File: src/rtl/tetris_input_ctrl_if.sv
// Command handshake from the input controller to the tetris core.
// The master side presents cmd_valid and cmd. The slave side answers with cmd_ready.
interface tetris_input_ctrl_if;
    logic       cmd_valid;
    logic [2:0] cmd;
    logic       cmd_ready;

    modport master (output cmd_valid, output cmd, input cmd_ready);
    modport slave  (input cmd_valid, input cmd, output cmd_ready);
endinterface

File: src/rtl/tetris_input_ctrl.sv
// Board-button front end for the tetris core. It synchronises, debounces and auto-repeats the buttons,
// generates gravity ticks and issues one game command at a time over a valid/ready handshake.
module tetris_input_ctrl #(
    parameter int DEBOUNCE_CYC = 1000000,
    parameter int DAS_CYC      = 8500000,
    parameter int ARR_CYC      = 2500000,
    parameter int GRAVITY_CYC  = 25000000
) (
    input  logic                clk_50MHz,
    input  logic                reset_n,
    input  logic [3:0]          usr_btn,
    input  logic                game_active,
    output logic [3:0]          btn_level,
    tetris_input_ctrl_if.master cmd_if
);
    localparam int MAX_AB  = (DEBOUNCE_CYC > DAS_CYC) ? DEBOUNCE_CYC : DAS_CYC;
    localparam int MAX_CD  = (ARR_CYC > GRAVITY_CYC) ? ARR_CYC : GRAVITY_CYC;
    localparam int MAX_CYC = (MAX_AB > MAX_CD) ? MAX_AB : MAX_CD;
    localparam int CW      = $clog2(MAX_CYC);

    localparam logic [CW-1:0] DEB_LAST  = CW'(DEBOUNCE_CYC - 1);
    localparam logic [CW-1:0] DAS_LAST  = CW'(DAS_CYC - 1);
    localparam logic [CW-1:0] ARR_LAST  = CW'(ARR_CYC - 1);
    localparam logic [CW-1:0] GRAV_LAST = CW'(GRAVITY_CYC - 1);

    localparam logic [2:0] CMD_NONE   = 3'd0;
    localparam logic [2:0] CMD_LEFT   = 3'd1;
    localparam logic [2:0] CMD_RIGHT  = 3'd2;
    localparam logic [2:0] CMD_ROTATE = 3'd3;
    localparam logic [2:0] CMD_DOWN   = 3'd4;

    typedef enum logic {IDLE, ISSUE} state_t;

    state_t          state_q, state_d;
    logic [3:0]      sync1_q, sync1_d, sync2_q, sync2_d;
    logic [3:0]      level_q, level_d;
    logic [CW-1:0]   deb_cnt_q [4];
    logic [CW-1:0]   deb_cnt_d [4];
    logic [CW-1:0]   hold_cnt_q [4];
    logic [CW-1:0]   hold_cnt_d [4];
    logic [3:0]      rep_phase_q, rep_phase_d;
    logic [CW-1:0]   grav_cnt_q, grav_cnt_d;
    logic [3:0]      pend_q, pend_d;
    logic            cmd_valid_q, cmd_valid_d;
    logic [2:0]      cmd_q, cmd_d;

    logic [3:0]      press, repeat_ev, events, pend_set, pend_clr, sel;
    logic [2:0]      sel_cmd;
    logic            grav_tick, down_accept;

    // Pending bits share the button bit order: [3]=left, [2]=rotate, [1]=down, [0]=right.
    always_comb begin
        sync1_d     = usr_btn;
        sync2_d     = sync1_q;
        level_d     = level_q;
        rep_phase_d = '0;
        repeat_ev   = '0;
        for (int i = 0; i < 4; i++) begin
            deb_cnt_d[i]  = '0;
            hold_cnt_d[i] = '0;
            if (sync2_q[i] != level_q[i]) begin
                if (deb_cnt_q[i] == DEB_LAST) begin
                    level_d[i] = ~level_q[i];
                end else begin
                    deb_cnt_d[i] = deb_cnt_q[i] + CW'(1);
                end
            end
            // The first repeat waits DAS; the phase bit then switches every later repeat to ARR.
            if (level_q[i]) begin
                rep_phase_d[i] = rep_phase_q[i];
                if (hold_cnt_q[i] == (rep_phase_q[i] ? ARR_LAST : DAS_LAST)) begin
                    repeat_ev[i]   = 1'b1;
                    rep_phase_d[i] = 1'b1;
                end else begin
                    hold_cnt_d[i] = hold_cnt_q[i] + CW'(1);
                end
            end
        end
        press  = level_d & ~level_q;
        events = press | (repeat_ev & 4'b1011);

        down_accept = (state_q == ISSUE) && cmd_if.cmd_ready && (cmd_q == CMD_DOWN);
        grav_tick   = game_active && (grav_cnt_q == GRAV_LAST);
        if (!game_active || down_accept || grav_tick) begin
            grav_cnt_d = '0;
        end else begin
            grav_cnt_d = grav_cnt_q + CW'(1);
        end
        pend_set = events | {2'b00, grav_tick, 1'b0};

        sel     = '0;
        sel_cmd = CMD_NONE;
        if (pend_q[2]) begin
            sel     = 4'b0100;
            sel_cmd = CMD_ROTATE;
        end else if (pend_q[3]) begin
            sel     = 4'b1000;
            sel_cmd = CMD_LEFT;
        end else if (pend_q[0]) begin
            sel     = 4'b0001;
            sel_cmd = CMD_RIGHT;
        end else if (pend_q[1]) begin
            sel     = 4'b0010;
            sel_cmd = CMD_DOWN;
        end

        state_d     = state_q;
        cmd_valid_d = cmd_valid_q;
        cmd_d       = cmd_q;
        pend_clr    = '0;
        case (state_q)
            IDLE: begin
                if (game_active && (pend_q != '0)) begin
                    state_d     = ISSUE;
                    cmd_valid_d = 1'b1;
                    cmd_d       = sel_cmd;
                    pend_clr    = sel;
                end
            end
            ISSUE: begin
                if (cmd_if.cmd_ready) begin
                    state_d     = IDLE;
                    cmd_valid_d = 1'b0;
                    cmd_d       = CMD_NONE;
                end
            end
        endcase
        // A new event wins over the clear, so a repeat that lands during issue queues another command.
        pend_d = game_active ? ((pend_q & ~pend_clr) | pend_set) : '0;
    end

    always_ff @(posedge clk_50MHz) begin
        if (!reset_n) begin
            state_q     <= IDLE;
            sync1_q     <= '0;
            sync2_q     <= '0;
            level_q     <= '0;
            rep_phase_q <= '0;
            grav_cnt_q  <= '0;
            pend_q      <= '0;
            cmd_valid_q <= 1'b0;
            cmd_q       <= CMD_NONE;
            for (int i = 0; i < 4; i++) begin
                deb_cnt_q[i]  <= '0;
                hold_cnt_q[i] <= '0;
            end
        end else begin
            state_q     <= state_d;
            sync1_q     <= sync1_d;
            sync2_q     <= sync2_d;
            level_q     <= level_d;
            rep_phase_q <= rep_phase_d;
            grav_cnt_q  <= grav_cnt_d;
            pend_q      <= pend_d;
            cmd_valid_q <= cmd_valid_d;
            cmd_q       <= cmd_d;
            for (int i = 0; i < 4; i++) begin
                deb_cnt_q[i]  <= deb_cnt_d[i];
                hold_cnt_q[i] <= hold_cnt_d[i];
            end
        end
    end

    assign btn_level        = level_q;
    assign cmd_if.cmd_valid = cmd_valid_q;
    assign cmd_if.cmd       = cmd_q;
endmodule

File: src/flat_wrapper.sv
// flat-port wrapper written by rule: the top's interface ports become plain ports
module tetris_input_ctrl_flat 
#(
    parameter int DEBOUNCE_CYC = 1000000,
    parameter int DAS_CYC      = 8500000,
    parameter int ARR_CYC      = 2500000,
    parameter int GRAVITY_CYC  = 25000000
)
  (clk_50MHz, reset_n, usr_btn, game_active, btn_level, cmd_if_cmd_valid, cmd_if_cmd, cmd_if_cmd_ready);
  tetris_input_ctrl_if cmd_if_i ();
  input  logic clk_50MHz;
  input  logic reset_n;
  input  logic [3:0] usr_btn;
  input  logic game_active;
  output logic [3:0] btn_level;
  output wire logic [$bits(cmd_if_i.cmd_valid)-1:0] cmd_if_cmd_valid;
  output wire logic [$bits(cmd_if_i.cmd)-1:0] cmd_if_cmd;
  input wire logic [$bits(cmd_if_i.cmd_ready)-1:0] cmd_if_cmd_ready;
  assign cmd_if_cmd_valid = cmd_if_i.cmd_valid;
  assign cmd_if_cmd = cmd_if_i.cmd;
  assign cmd_if_i.cmd_ready = cmd_if_cmd_ready;
  tetris_input_ctrl #(.DEBOUNCE_CYC(DEBOUNCE_CYC), .DAS_CYC(DAS_CYC), .ARR_CYC(ARR_CYC), .GRAVITY_CYC(GRAVITY_CYC)) u_core (.clk_50MHz(clk_50MHz), .reset_n(reset_n), .usr_btn(usr_btn), .game_active(game_active), .btn_level(btn_level), .cmd_if(cmd_if_i));
endmodule
File: config.mk
export PLATFORM = sky130hd
export DESIGN_NAME = tetris_input_ctrl_flat
export DESIGN_NICKNAME = d
export VERILOG_FILES = /design/src/rtl/tetris_input_ctrl_if.sv /design/src/rtl/tetris_input_ctrl.sv /design/src/flat_wrapper.sv
export SDC_FILE = /design/constraint.sdc
export NUM_CORES = 1
export LEC_CHECK = 0
export BUFFER_PORTS_ARGS = -buffer_cell sky130_fd_sc_hd__buf_2
export CAP_MARGIN = 5
export CORE_UTILIZATION = 54
export CTS_CLUSTER_DIAMETER = 100
export CTS_CLUSTER_SIZE = 10
export DETAILED_ROUTE_END_ITERATION = 16
export PLACE_DENSITY = 0.84
export SETUP_SLACK_MARGIN = 0.15
export SLEW_MARGIN = 20
export SYNTH_ARGS = -nofsm -noshare
export SYNTH_HDL_FRONTEND = slang
export SYNTH_SLANG_ARGS = --single-unit
File: constraint.sdc
create_clock -name clk_50MHz -period 2.1 [get_ports clk_50MHz]
set_input_delay 0.525 -clock clk_50MHz [delete_from_list [all_inputs] [get_ports clk_50MHz]]
set_output_delay 0.525 -clock clk_50MHz [all_outputs]
set_load 0.05 [all_outputs]
After elaboration in Yosys (flattened, before gate mapping):

Memory sizes are Yosys's and may differ from the RTL's.
Cells that the tools add are included.

* bits in registers: 50
* RAM bits: 200
* bits of input ports: 8
* output and inout bits: 8
* word-level logic and storage cells: 138
* memories kept: 2

Memory list
* u_core.deb_cnt_q: depth 4, width 25, rd ports 4, clocked after memory_dff 0, write ports 4, RTL line tetris_input_ctrl.sv:37 `logic [CW-1:0] deb_cnt_q [4];`
* u_core.hold_cnt_q: depth 4, width 25, rd ports 4, clocked after memory_dff 0, write ports 4, RTL line tetris_input_ctrl.sv:39 `logic [CW-1:0] hold_cnt_q [4];`

* add/sub/neg operators: 9
* equal/unequal tests: 16
* multiplexer cells: 63
* bitwise logic cells: 21
* reductions and logical operators: 15

Operators with widths (count)
* $mux W25: 24
* $add A25 B1 Y25 const B: 9
* $eq A25 B20 Y1 const B: 4
* $eq A25 B25 Y1: 4
* $mux W24: 4
* $eq A25 B25 Y1 const B: 1
* $mux W1: 20
* $mux W4: 5
* $mux W3: 6
* $reduce_and A2 Y1: 6
* $and A4 B4 Y4: 2
* $not A4 Y4: 2
* $or A1 B1 Y1: 8
* $or A4 B4 Y4: 2
* $not A1 Y1: 6
* $pmux W3 S2: 1
* $logic_and A1 B1 Y1: 4
* $ne A1 B1 Y1: 4
* $or A4 B2 Y4: 1
* $pmux W1 S2: 2
* $reduce_bool A4 Y1: 1
* $eq A3 B3 Y1 const B: 1
* $logic_or A1 B1 Y1: 2
* $mux W2: 1
* 4 further kinds: 4

Logic depth before layout (Yosys ltp):

* depth after elaboration: 9
* gate-level depth with buffers: 8
* gate-level depth less buffers: 6

Worst setup path before layout:

OpenSTA, ideal clock, no wires.

* path type: register to register
* start: memory u_core.hold_cnt_q[3][15] in the netlist's numbering
* end: memory u_core.hold_cnt_q[3][13] in the netlist's numbering
* setup time: 0.115 ns
* arrival time: 1.900 ns
* data required time: 1.985 ns
* slack: 0.085 ns
* stages on the path, launching flop included: 7
* buffers on the path: 1
* clock period less this slack: 2.015 ns
* cells stage by stage: dfxtp_1 or3_1 or4_1 a2111oi_2 nand3b_4 buf_8 nor2_1

RTL lines (RTL line)
* from (decl): tetris_input_ctrl.sv:39

==> flow_summary_export.csv <==
group,metric,value,unit
cts,clock-sinks,224,
sta,hold_slack,0.227,ns
yosys,synthCells,1107,
detailed_routing,wl_per_cell,14.3,um
setup_path,required,2.53,ns
yosys,synth_xor_area_share,17.1,%
detailed_routing,postRouteAntennaNets,0,
floorplan,rows,48,
run_status,status,"finished, final reports clean",
cells_and_area,nFillCells,1349,
yosys,synth_compound_area_share,1.82,%
setup_path,worst-path-max-fanout,3,
placement,hpwlAfterDp,12.4,mm
sta,final-setup-viol-count,0,
placement,detailed_place.area,10300,um^2
cts,clkLatencyLatePin,0.52,ns
yosys,yosys.area.top_type_share,46.3,%
yosys,yosys.area_share.adder,1.03,%
floorplan,die_area,18500,um^2
yosys,synth_area_leaders,"dfxtp_1 (46%), xor2_1 (11%), nor2_1 (9.8%), xnor2_1 (6.0%), nand3_1 (4.2%)",
cts,clkTransAtPathRegs,0.05,ns
yosys,netlist_area,9680,um^2
global_route,grt_max_degree,26,
cells_and_area,diodes,0,
detailed_routing,dr.pass1.iters,7,
cts,cts-htree-levels,1,
floorplan,core_area,17400,um^2
yosys,synth_seq_area_share,46.3,%
cells_and_area,multiInputGateArea,5130,um^2
yosys,yosysWarnings,0,
cells_and_area,fin_cells,1398,
sta,relSlewSlack,69.0,%
sta,period_needed,2.06,ns
yosys,synth_top_family_by_area,"simple AND/OR/NAND/NOR gates",
cells_and_area,drive_above_1_share,10.7,%
setup_path,arrival,2.49,ns
floorplan,start_util,55.6,%
floorplan,io_pins,16,
sta,worst_pin_slew,0.461,ns
cts,hold_buffers,0,
sta,hold_violations,0,
sta,maxSlewViolCount,0,
yosys,ys_seq_elements,224,
cells_and_area,finalNetCount,1189,
floorplan,die_h,136,um
pwr,vdd.ir_drop.worst,0.000646,V
placement,gp_congestion,0.840,
yosys,synth_cell_types,46,
worst_hold_path,min_path_type,"in -> reg",
cts,root_buffer,"clkbuf_16",
setup_path,crit_family,"simple AND/OR/NAND/NOR gates",
setup_path,crit_chain,"or3_1 -> or4_4 -> a2111oi_4 -> buf_4 -> nand2_2 -> a31oi_1",
setup_path,crit_path_top_delay_cell,"or4_4",
setup_path,crit_path_end_kind,"flop",
detailed_routing,wl,20.0,mm
cells_and_area,stdcell_area,11200,um^2
cts,clk_path_buf_depth,3,
sta,skew,0.0118,ns
sta,period_share,97.9,%
yosys,ys_async_sr_fraction,0,%
placement,io_buffer_count,15,
yosys,ys.flop_type,"dfxtp_1",
pwr,p_leak,3.80,nW
setup_path,cpPeakStageDelay,0.43,ns
detailed_routing,drcViolationCount,0,
cells_and_area,utilization,64.6,%
cells_and_area,register_area,4490,um^2
floorplan,chipWidth,136,um
global_route,antenna_found_initial,0,
global_route,grt_pass1_vias,7107,
detailed_routing,drtIter0Drc,455,
global_route,grtUsageTotal,21.2,%
yosys,synthSimpleGateAreaFrac,31.0,%
detailed_routing,vias_per_cell,5.52,
setup_path,worst-setup-path-type,"reg -> reg",
yosys,syn_avg_cell_area,8.74,um^2
yosys,synth.largest_area_cell,"dfxtp_1",
cts,cts_tree,"yes",
setup_path,startpoint_type,"flop",
pwr,p_per_area,727,nW/um^2
placement,placedCellCount,1358,
cts,numCtsBuffers,26,
cells_and_area,syn_to_final_growth,16.3,%
flow_run,drv_cap,0,
global_route,overflow,0,
yosys,synthMuxAreaShare,0.414,%
setup_path,critPathBufInv,1,
global_route,grt_first_pass_wirelength,32.4,mm
yosys,syn_nets,1123,
sta,rsz0062_at_grt,"yes",
yosys,synth_edf_count,0,
sta,fmax,487,MHz
detailed_routing,vias,7718,
power by group:
part	total, mW	switching, mW	internal, mW
Sequential	4.27	0.00905	4.26
Combinational	0.0821	0.0499	0.0322
Clock	3.82	1.58	2.24
Total	8.17	1.64	6.54
what timing repair did:
item,CTS,global route
gates resized for setup,3,25
gates cloned,1,4
setup endpoints to repair,49,179
pin swaps,3,8
setup buffers,4,3
final timing paths:
kind                            end  slack [ns]  cells after the start                      from
setup / recovery   u_core.pend_q[3]        0.04                      6  u_core.hold_cnt_q[3][15]
setup reg to reg   u_core.pend_q[3]        0.04                      6  u_core.hold_cnt_q[3][15]
hold reg to reg   u_core.sync2_q[2]        0.44                      1         u_core.sync1_q[2]
hold / removal    u_core.sync1_q[1]        0.23                      2                usr_btn[1]
layer usage:
| layer | vias to the layer above | GRT usage (%) | routed length (um) |
|---|---|---|---|
| li1 | 3890 | - | - |
| met1 | 3672 | 27.4 | 8980 |
| met2 | 121 | 36.1 | 9800 |
| met3 | 35 | 3.21 | 709 |
| met4 | 0 | 7.41 | 541 |
| met5 | - | 0 | 0 |
through the flow:
stage / power, mW / worst slack, ns / TNS (ns)
after global routing: 8.42 / -0.0193 / -0.0193
after detailed placement: 4.44 / 0.0433 / 0
after CTS: 8.23 / 0.0809 / 0
after global placement: 4.44 / 0.0982 / 0
final: 8.17 / 0.0446 / 0
after floorplan: 4.40 / 0.139 / 0
cell usage in the layout (no fill, tap or decap), drive strengths merged, types with 3 or more instances in the layout:
cell type	netlist	layout
xnor2	66	66
and4	15	15
a21oi	9	9
or2	4	4
o21ai	3	3
dfxtp	224	224
xor2	123	123
mux2i	4	4
nand3	81	81
inv	23	23
buf	17	59
and2	13	13
nor2	252	252
nor4bb	4	4
nand2	71	71
nand4	60	60
and3	27	27
clkbuf	8	30
a211oi	3	3
nand3b	5	6
nor2b	3	3
or4	5	5
nor4	27	27
nor3	17	17
nor4b	7	7
or3	8	8
ha	8	8
cells in the mapped netlist (all sizes together), types with 3 or more instances:
master  instances
nor2          252
dfxtp         224
xor2          123
nand3          81
nand2          71
xnor2          66
nand4          60
and3           27
nor4           27
inv            23
buf            17
nor3           17
and4           15
and2           13
a21oi           9
clkbuf          8
ha              8
or3             8
nor4b           7
nand3b          5
or4             5
mux2i           4
nor4bb          4
or2             4
a211oi          3
nor2b           3
o21ai           3
final cells by class:
type	count	area share [%]
multi-input combinational	836	45.6
sequential	224	39.9
clock buffer	27	6.01
timing repair buffer	62	5.08
tap	225	2.50
inverter	23	0.767
clock inverter	1	0.0779
cell families (layout without fill, tap and decap cells):
logic type                 after synthesis  after routing
and+or+nand+nor                        608            609
buffers and inverters                   48            113
xor gates and xnor gates               189            189
muxes                                    4              4
DFF                                    224            224
adders and majority gates                8              8
AOI/OAI and AO/OA                       26             26
flip-flops by register name (all words and copies together), names as in the netlist:
name / flops
u_core.deb_cnt_q: 100
u_core.hold_cnt_q: 75
u_core.grav_cnt_q: 25
u_core.btn_level: 4
u_core.pend_q: 4
u_core.sync1_q: 4
u_core.sync2_q: 4
u_core.cmd_if.cmd: 3
u_core.rep_phase_q: 3
u_core.cmd_if.cmd_valid: 1
u_core.state_q: 1
Note: power is estimated with default switching activity, not from simulation.
